**config.mk**
```make
export PLATFORM = sky130hd
export DESIGN_NAME = regfile_seq
export DESIGN_NICKNAME = d
export VERILOG_FILES = /design/src/rtl/regfile_seq_pkg.sv /design/src/rtl/regfile_seq.sv
export SDC_FILE = /design/constraint.sdc
export NUM_CORES = 1
export LEC_CHECK = 0
export CAP_MARGIN = 40
export CORE_UTILIZATION = 31
export CTS_BUF_LIST = sky130_fd_sc_hd__clkbuf_4 sky130_fd_sc_hd__clkbuf_8
export DETAILED_ROUTE_END_ITERATION = 7
export PLACE_DENSITY = 0.81
export RECOVER_POWER = 100
export SYNTH_ARGS = -nofsm -noshare
export SYNTH_HDL_FRONTEND = slang
export SYNTH_SLANG_ARGS = --single-unit
```
**constraint.sdc**
```tcl
create_clock -name clk -period 1.7 [get_ports clk]
set_input_delay 0.34 -clock clk [delete_from_list [all_inputs] [get_ports clk]]
set_output_delay 0.34 -clock clk [all_outputs]
set_load 0.01 [all_outputs]
```
**src/rtl/regfile_seq_pkg.sv**
```systemverilog
// Shared widths, register-file write-command codes, Q-phase constants and
// sequencer state encodings for the core/debug register-file sequencer.
package regfile_seq_pkg;

    localparam int DATA_WIDTH = 8;
    localparam int ADDR_WIDTH = 5;

    typedef enum logic [2:0] {
        WR_NONE        = 3'b000,
        WR_STATUS      = 3'b001,
        WR_FILE        = 3'b010,
        WR_FILE_STATUS = 3'b011,
        WR_FSR         = 3'b100
    } wr_cmd_e;

    typedef enum logic [1:0] {
        Q1 = 2'd0,
        Q2 = 2'd1,
        Q3 = 2'd2,
        Q4 = 2'd3
    } phase_e;

    typedef enum logic [1:0] {
        RUN    = 2'd0,
        HALT   = 2'd1,
        DBG_RD = 2'd2,
        DBG_WR = 2'd3
    } state_e;

endpackage

```
**src/rtl/regfile_seq.sv**
```systemverilog
// Four-phase register-file sequencer with skip/branch flush, debug halt and
// two-cycle debug read/write access to the file.
module regfile_seq
    import regfile_seq_pkg::*;
(
    input  logic                  clk,
    input  logic                  rst,
    input  logic [ADDR_WIDTH-1:0] coreAddr,
    input  logic [DATA_WIDTH-1:0] coreData,
    input  logic [2:0]            coreWrCmd,
    input  logic                  skipReq,
    input  logic                  branchReq,
    input  logic                  haltReq,
    input  logic                  dbgReq,
    input  logic                  dbgWr,
    input  logic [ADDR_WIDTH-1:0] dbgAddr,
    input  logic [DATA_WIDTH-1:0] dbgWdata,
    input  logic [DATA_WIDTH-1:0] regfileOut,
    output logic [ADDR_WIDTH-1:0] fileAddr,
    output logic [DATA_WIDTH-1:0] writeDataIn,
    output logic [2:0]            writeCommand,
    output logic                  Read_En,
    output logic [1:0]            qPhase,
    output logic                  fetchEn,
    output logic                  pcInc,
    output logic                  flush,
    output logic                  halted,
    output logic                  dbgAck,
    output logic [DATA_WIDTH-1:0] dbgRdata
);

    state_e                state_q, state_d;
    phase_e                phase_q, phase_d;
    logic                  flush_q, flush_d;
    logic                  step_q, step_d;
    logic                  run_d;
    logic                  read_en_d;
    logic [2:0]            wr_cmd_d;
    logic                  fetch_d;
    logic                  ack_d;
    logic [DATA_WIDTH-1:0] rdata_d;

    always_comb begin
        state_d = state_q;
        phase_d = phase_q;
        flush_d = flush_q;
        step_d  = 1'b0;
        rdata_d = dbgRdata;
        unique case (state_q)
            RUN: begin
                if (phase_q == Q4) begin
                    phase_d = Q1;
                    // A flushed Q4 cannot arm another flush.
                    flush_d = flush_q ? 1'b0 : (skipReq | branchReq);
                    if (haltReq)
                        state_d = HALT;
                end else begin
                    phase_d = phase_e'(phase_q + 2'd1);
                end
            end
            HALT: begin
                if (dbgReq)
                    state_d = dbgWr ? DBG_WR : DBG_RD;
                else if (!haltReq)
                    state_d = RUN;
            end
            DBG_RD: begin
                if (!step_q) begin
                    step_d  = 1'b1;
                    rdata_d = regfileOut;
                end else begin
                    state_d = HALT;
                end
            end
            DBG_WR: begin
                if (!step_q)
                    step_d = 1'b1;
                else
                    state_d = HALT;
            end
            default: state_d = RUN;
        endcase

        // Strobes are registered from the next-state view so they line up
        // with the phase they belong to without any combinational glitch.
        run_d     = (state_d == RUN);
        read_en_d = (run_d && phase_d == Q2 && !flush_d) ||
                    (state_d == DBG_RD && !step_d);
        if (run_d && phase_d == Q4 && !flush_d)
            wr_cmd_d = coreWrCmd;
        else if (state_d == DBG_WR && !step_d)
            wr_cmd_d = WR_FILE;
        else
            wr_cmd_d = WR_NONE;
        fetch_d = run_d && phase_d == Q4;
        ack_d   = (state_d == DBG_RD || state_d == DBG_WR) && step_d;
    end

    always_ff @(posedge clk or negedge rst) begin
        if (!rst) begin
            state_q      <= RUN;
            phase_q      <= Q1;
            flush_q      <= 1'b1;
            step_q       <= 1'b0;
            Read_En      <= 1'b0;
            writeCommand <= WR_NONE;
            fetchEn      <= 1'b0;
            pcInc        <= 1'b0;
            halted       <= 1'b0;
            dbgAck       <= 1'b0;
            dbgRdata     <= '0;
        end else begin
            state_q      <= state_d;
            phase_q      <= phase_d;
            flush_q      <= flush_d;
            step_q       <= step_d;
            Read_En      <= read_en_d;
            writeCommand <= wr_cmd_d;
            fetchEn      <= fetch_d;
            pcInc        <= fetch_d;
            halted       <= !run_d;
            dbgAck       <= ack_d;
            dbgRdata     <= rdata_d;
        end
    end

    assign qPhase = phase_q;
    assign flush  = flush_q;

    assign fileAddr    = (state_q == RUN) ? coreAddr : dbgAddr;
    assign writeDataIn = (state_q == RUN) ? coreData : dbgWdata;

endmodule
```
Yosys cells after proc, flatten, opt, wreduce, memory -nomap -nowiden. Cells that the tools add are included.

Output and inout port bits: 32. Input bits: 44. Register bits after elaboration: 21. Word-level logic and storage cells: 55.

Add/subtract/negate cells: 1. Multiplexer cells: 18. Bitwise gates (word level): 2. Reduce and logical (&&, ||, !) cells: 16. Eq/ne operators: 8.

Operators with widths (number): 2-to-1 mux 2 bit (8); equality test 2 bit, second input constant (6); 2-to-1 mux 8 bit (1); logical AND 1 bit (7); 2-to-1 mux 1 bit (6); case mux 2 bit (3 select lines) (1); 2-to-1 mux 5 bit (1); equality test 2 x 1 -> 1 bit, second input constant (2); logical NOT 2 bit (2); logical NOT 1 bit (3); 2-to-1 mux 3 bit (1); adder 2 x 1 -> 2 bit, second input constant (1); logical OR 1 bit (2); AND reduction 2 bit (1); OR reduction 2 bit (1); inverter 1 bit (1); bitwise OR 1 bit (1).

Depth between registers and ports, before layout.
Depth in word-level cells: 7. Gate-level depth with buffers: 5. Mapped depth without buffers: 5.

Worst setup path before layout. No wires, ideal clock.

Path type: register -> output. Start point: register state_q[0]. End point: output fileAddr[2]. Required time: 1.360 ns. Cell stages (with the launch flop): 5. Buffers on the path: 2. Path slack: -0.045 ns. Arrival: 1.405 ns. Cells stage by stage: dfrtp_1 -> buf_6 -> nor2_1 -> buf_2 -> mux2_2.

Longest elaborated chain between the ends: 2.

RTL lines: from (decl) (RTL line regfile_seq.sv:32) `state_e state_q, state_d;`; from (signal assigned) (RTL line regfile_seq.sv:113) `state_q <= state_d;`; logical NOT 2 bit (RTL line regfile_seq.sv:130) `assign fileAddr = (state_q == RUN) ? coreAddr : dbgAddr;`; 2-to-1 mux 5 bit (RTL line regfile_seq.sv:130); to (decl) (RTL line regfile_seq.sv:19) `output logic [ADDR_WIDTH-1:0] fileAddr,`.

Every way passes these cells.

Worst setup path in the final report.
Start point: register state_q[0]. End point: register writeCommand[2].

Longest elaborated chain between the ends: 7. Elaborated cells on any way between the ends: 19. Classes of those cells: eq/ne (4); mux (9); reduce/logical (6).

RTL lines: equality test 2 bit (tied with other cells) (RTL line regfile_seq.sv:49) `unique case (state_q)`; OR reduction 2 bit (no line) (tied with other cells); case mux 2 bit (3 select lines) (RTL line regfile_seq.sv:49); logical NOT 2 bit (RTL line regfile_seq.sv:86) `run_d = (state_d == RUN);`; logical AND 1 bit (RTL line regfile_seq.sv:89) `if (run_d && phase_d == Q4 && !flush_d)`; logical AND 1 bit (*) (RTL line regfile_seq.sv:89); 2-to-1 mux 3 bit (*) (RTL line regfile_seq.sv:89); named net wr_cmd_d[2] (RTL line regfile_seq.sv:38) `logic [2:0] wr_cmd_d;`; to (signal assigned) (RTL line regfile_seq.sv:118) `writeCommand <= wr_cmd_d;`; to (decl) (RTL line regfile_seq.sv:21) `output logic [2:0] writeCommand,`.

Mark *: on every way through the listed nets, which the timed path passes. The rest lies on a longest branch. A chain may end at the register's enable or synchronous reset.

==> key figures <==
Status
  – Status: complete, but fails checks
  – Failing checks: negative setup slack

Final layout
  – Final #Nets: 217
  – Seq. cell area: 527 µm²
  – Share of cells above drive strength 1: 33.3%
  – Fillers: 243
  – Area Overhead vs Synth: 97.5%
  – Finished Layout Cells: 215
  – Antenna Cells: 0
  – Final Instance Area: 0.00201 mm²
  – Multi-input combinational cell area: 510 µm²

STA
  – Final hold slack: 0.508 ns
  – Min Clock Period, post-route: 1.80 ns
  – Max_slew headroom: 26.5%
  – Final Hold Viols: 0
  – RSZ-0062 raised after global routing: yes
  – Slew Viols, Final: 0
  – Worst-margin pin slew: 1.10 ns
  – Clock Skew: 0.000546 ns
  – Worst setup margin: -0.0983 ns
  – Max Clock Freq: 556 MHz
  – Final setup vio count: 18
  – Fin crit share: 106%

Pwr
  – Combinational power share: 65.8%
  – Total power: 3.12 mW
  – P_leak: 0.944 nW
  – Power per standard cell area: 1550 mW/mm²
  – Sw power: 1.06 mW
  – Internal cell power: 2.06 mW
  – Register share of total power: 26.4%
  – Sw Ratio: 34.0%
  – Peak VDD IR: 0.000712 V
  – Clock share of power: 7.7%

Critical path
  – Required time worst endpoint: 1.94 ns
  – WP data arrival: 2.04 ns
  – CP max stage delay: 0.54 ns
  – CP max stage cell: or4_4
  – Setup CP Type: flop to flop
  – Critical Path Fanout Max: 8
  – CP cell instances: buf_4 -> or4_4 -> o22a_1 -> nor3_2 -> and2_1
  – Crit end category: flop
  – Reg2reg path depth: 5
  – CP Launch Type: flop

Logic synthesis
  – Count leader, synth: mux2_2
  – Syn Inst Count: 81
  – Async set-reset flop share out of synthesis: 100%
  – Most used DFF post-synth: dfrtp_1
  – Biggest area consumer among synthesized cells: dfrtp_1
  – Largest cells by area after synthesis: dfrtp_1 49%, mux2_2 24%, dfstp_2 2.6%
  – Synth cell count leaders: 22 x mux2_2, 20 x dfrtp_1, 5 x inv_1
  – EDFF count, synth: 0
  – Synth top area share: 49.1%
  – Register area share after synthesis: 51.7%
  – Synth warn: 0
  – Distinct cells, synth: 26
  – Post-Syn Nets: 126
  – Netlist Area Pre-Place: 0.00102 mm²
  – Register bit count reported by yosys: 21
  – Mean post-synth cell area: 12.6 µm²

Global routing
  – Top Usage Layer GRT: met2
  – Vias in the first global route: 1,055
  – GRT Total Usage: 18.3%
  – Met2 usage: 37.4%
  – First-pass GRT wire length: 4710 µm
  – GR Util met1: 17.5%
  – Initial antenna violation count: 0
  – Grt ovf: 0
  – Met3 Resource Use GR: 5.24%
  – Largest net degree at the start of global routing: 22

Placed design
  – Dpl ws: -0.184 ns
  – Placed cell count: 207
  – Final GP Congestion: 0.866
  – DP Wirelength: 2330 µm
  – Placed cell area: 0.00190 mm²
  – IO buf count: 75

Routing
  – Post-Route WL: 2950 µm
  – Pre-antenna DRT Iters: 4
  – Drc violations: 0
  – Via density: 4.59
  – Via count: 986
  – ANT nets after route: 0
  – DR iter-0 viols: 20
  – WL/cell: 13.7 µm

Clock network
  – Root Driver: clkbuf_4
  – Clock latency on the worst-skew pair: 0.29 ns
  – CTS tree: built
  – Clock Tree Buf Depth: 2
  – Reg clk slew, reported paths: 0.10 ns
  – H-Tree Level Count: 1
  – CTS Buf Count: 3
  – Sink Count: 21

Floorplanning
  – Die W: 59.3 µm
  – Initial Utilization: 33.1%
  – # rows: 20
  – Core ar.: 0.00308 mm²
  – DIE HEIGHT: 59.3 µm
  – Die area: 0.00352 mm²
  – Io pins: 76

Job
  – MaxCap Viol Count: 0

Worst hold path
  – Tightest Hold Check Type: flop to flop
  – Hold-critical path depth: 1
## critical path: cells and delay by family (launching register included)
family | cells | cell delay, ns
and+or+nand+nor | 3 | 0.91
AOI/OAI and AO/OA | 1 | 0.24
buffers and inverters | 1 | 0.17
DFF | 1 | 0.42
## flip-flops by register name (all words and copies together), names as in the netlist
name,cells
Read_En,1
dbgAck,1
dbgRdata,8
flush,1
halted,1
pcInc,1
qPhase,2
state_q,2
step_q,1
writeCommand,3
## per-layer routing
layer	up-vias	share of wire, %
met5	-	0
met4	0	0.47
met3	2	9.8
met2	63	54
met1	456	36
li1	465	-
## what timing repair did
item                                    4_1_cts  5_1_grt
setup buffers                                 3        2
hold buffers                                  0        0
endpoints found under the setup margin       19       18
cloned                                        1        0
gates resized for setup                      84        3
pin swaps                                     3        3
## final timing paths
kind                                  start              end  slack [ns]
worst min register to register  dbgRdata[3]      dbgRdata[3]        0.51
worst max register to register   state_q[0]  writeCommand[2]        -0.1
max in group asynchronous               rst      dbgRdata[7]        0.29
worst min-delay path            dbgRdata[3]      dbgRdata[3]        0.51
min in group asynchronous               rst      dbgRdata[1]        0.76
worst max-delay path             state_q[0]  writeCommand[2]        -0.1
## kinds of logic (layout without fill, tap and decap cells)
family,after synthesis,in the layout,synth area share [%]
muxes,23,23,25.3
DFF,21,21,51.7
and+or+nand+nor,17,17,10.8
AOI/OAI and AO/OA,10,10,6.27
buffers and inverters,9,99,4.67
adders and majority gates,1,1,1.23
## metrics by stage
stage	utilization, %	TNS [ns]
2_1_floorplan	-	-0.0340
3_3_place_gp	61.6	-1.68
3_5_place_dp	61.6	-1.96
4_1_cts	66.6	-2.50
5_1_grt	65.4	-2.64
6_report	65.4	-1.49
## cell usage in the layout, fill, tap and decap left out, types with 2 or more instances in the layout
cell	Yosys	layout
clkdlybuf4s50_1	0	42
dfrtp_1	20	20
dlygate4sd3_1	0	17
buf_6	1	15
mux2_4	0	13
mux2_2	22	9
buf_4	1	9
inv_1	5	5
clkbuf_4	0	4
o21ai_0	3	3
nand3b_1	3	3
nand2_1	3	3
clkbuf_1	0	3
nor2_1	3	2
and2_1	2	2
dlygate4sd2_1	0	2
## power by group through the flow
stage	combinational, mW	clock [mW]	sequential [mW]
global placement	1.86	0	0.826
floorplan	0.802	0	0.931
global route	2.20	0.282	0.848
CTS	2.22	0.257	0.836
detailed placement	1.91	0	0.840
finish	2.05	0.241	0.824
## cell type report
cell class                 instances  area share [%]
timing repair buffer              90            43.3
multi-input combinational         51            25.4
clock buffer                       4            1.49
sequential                        21            26.2
inverter                           5           0.933
tap                               44            2.74
No activity file was read; power rests on OpenSTA's default activity.
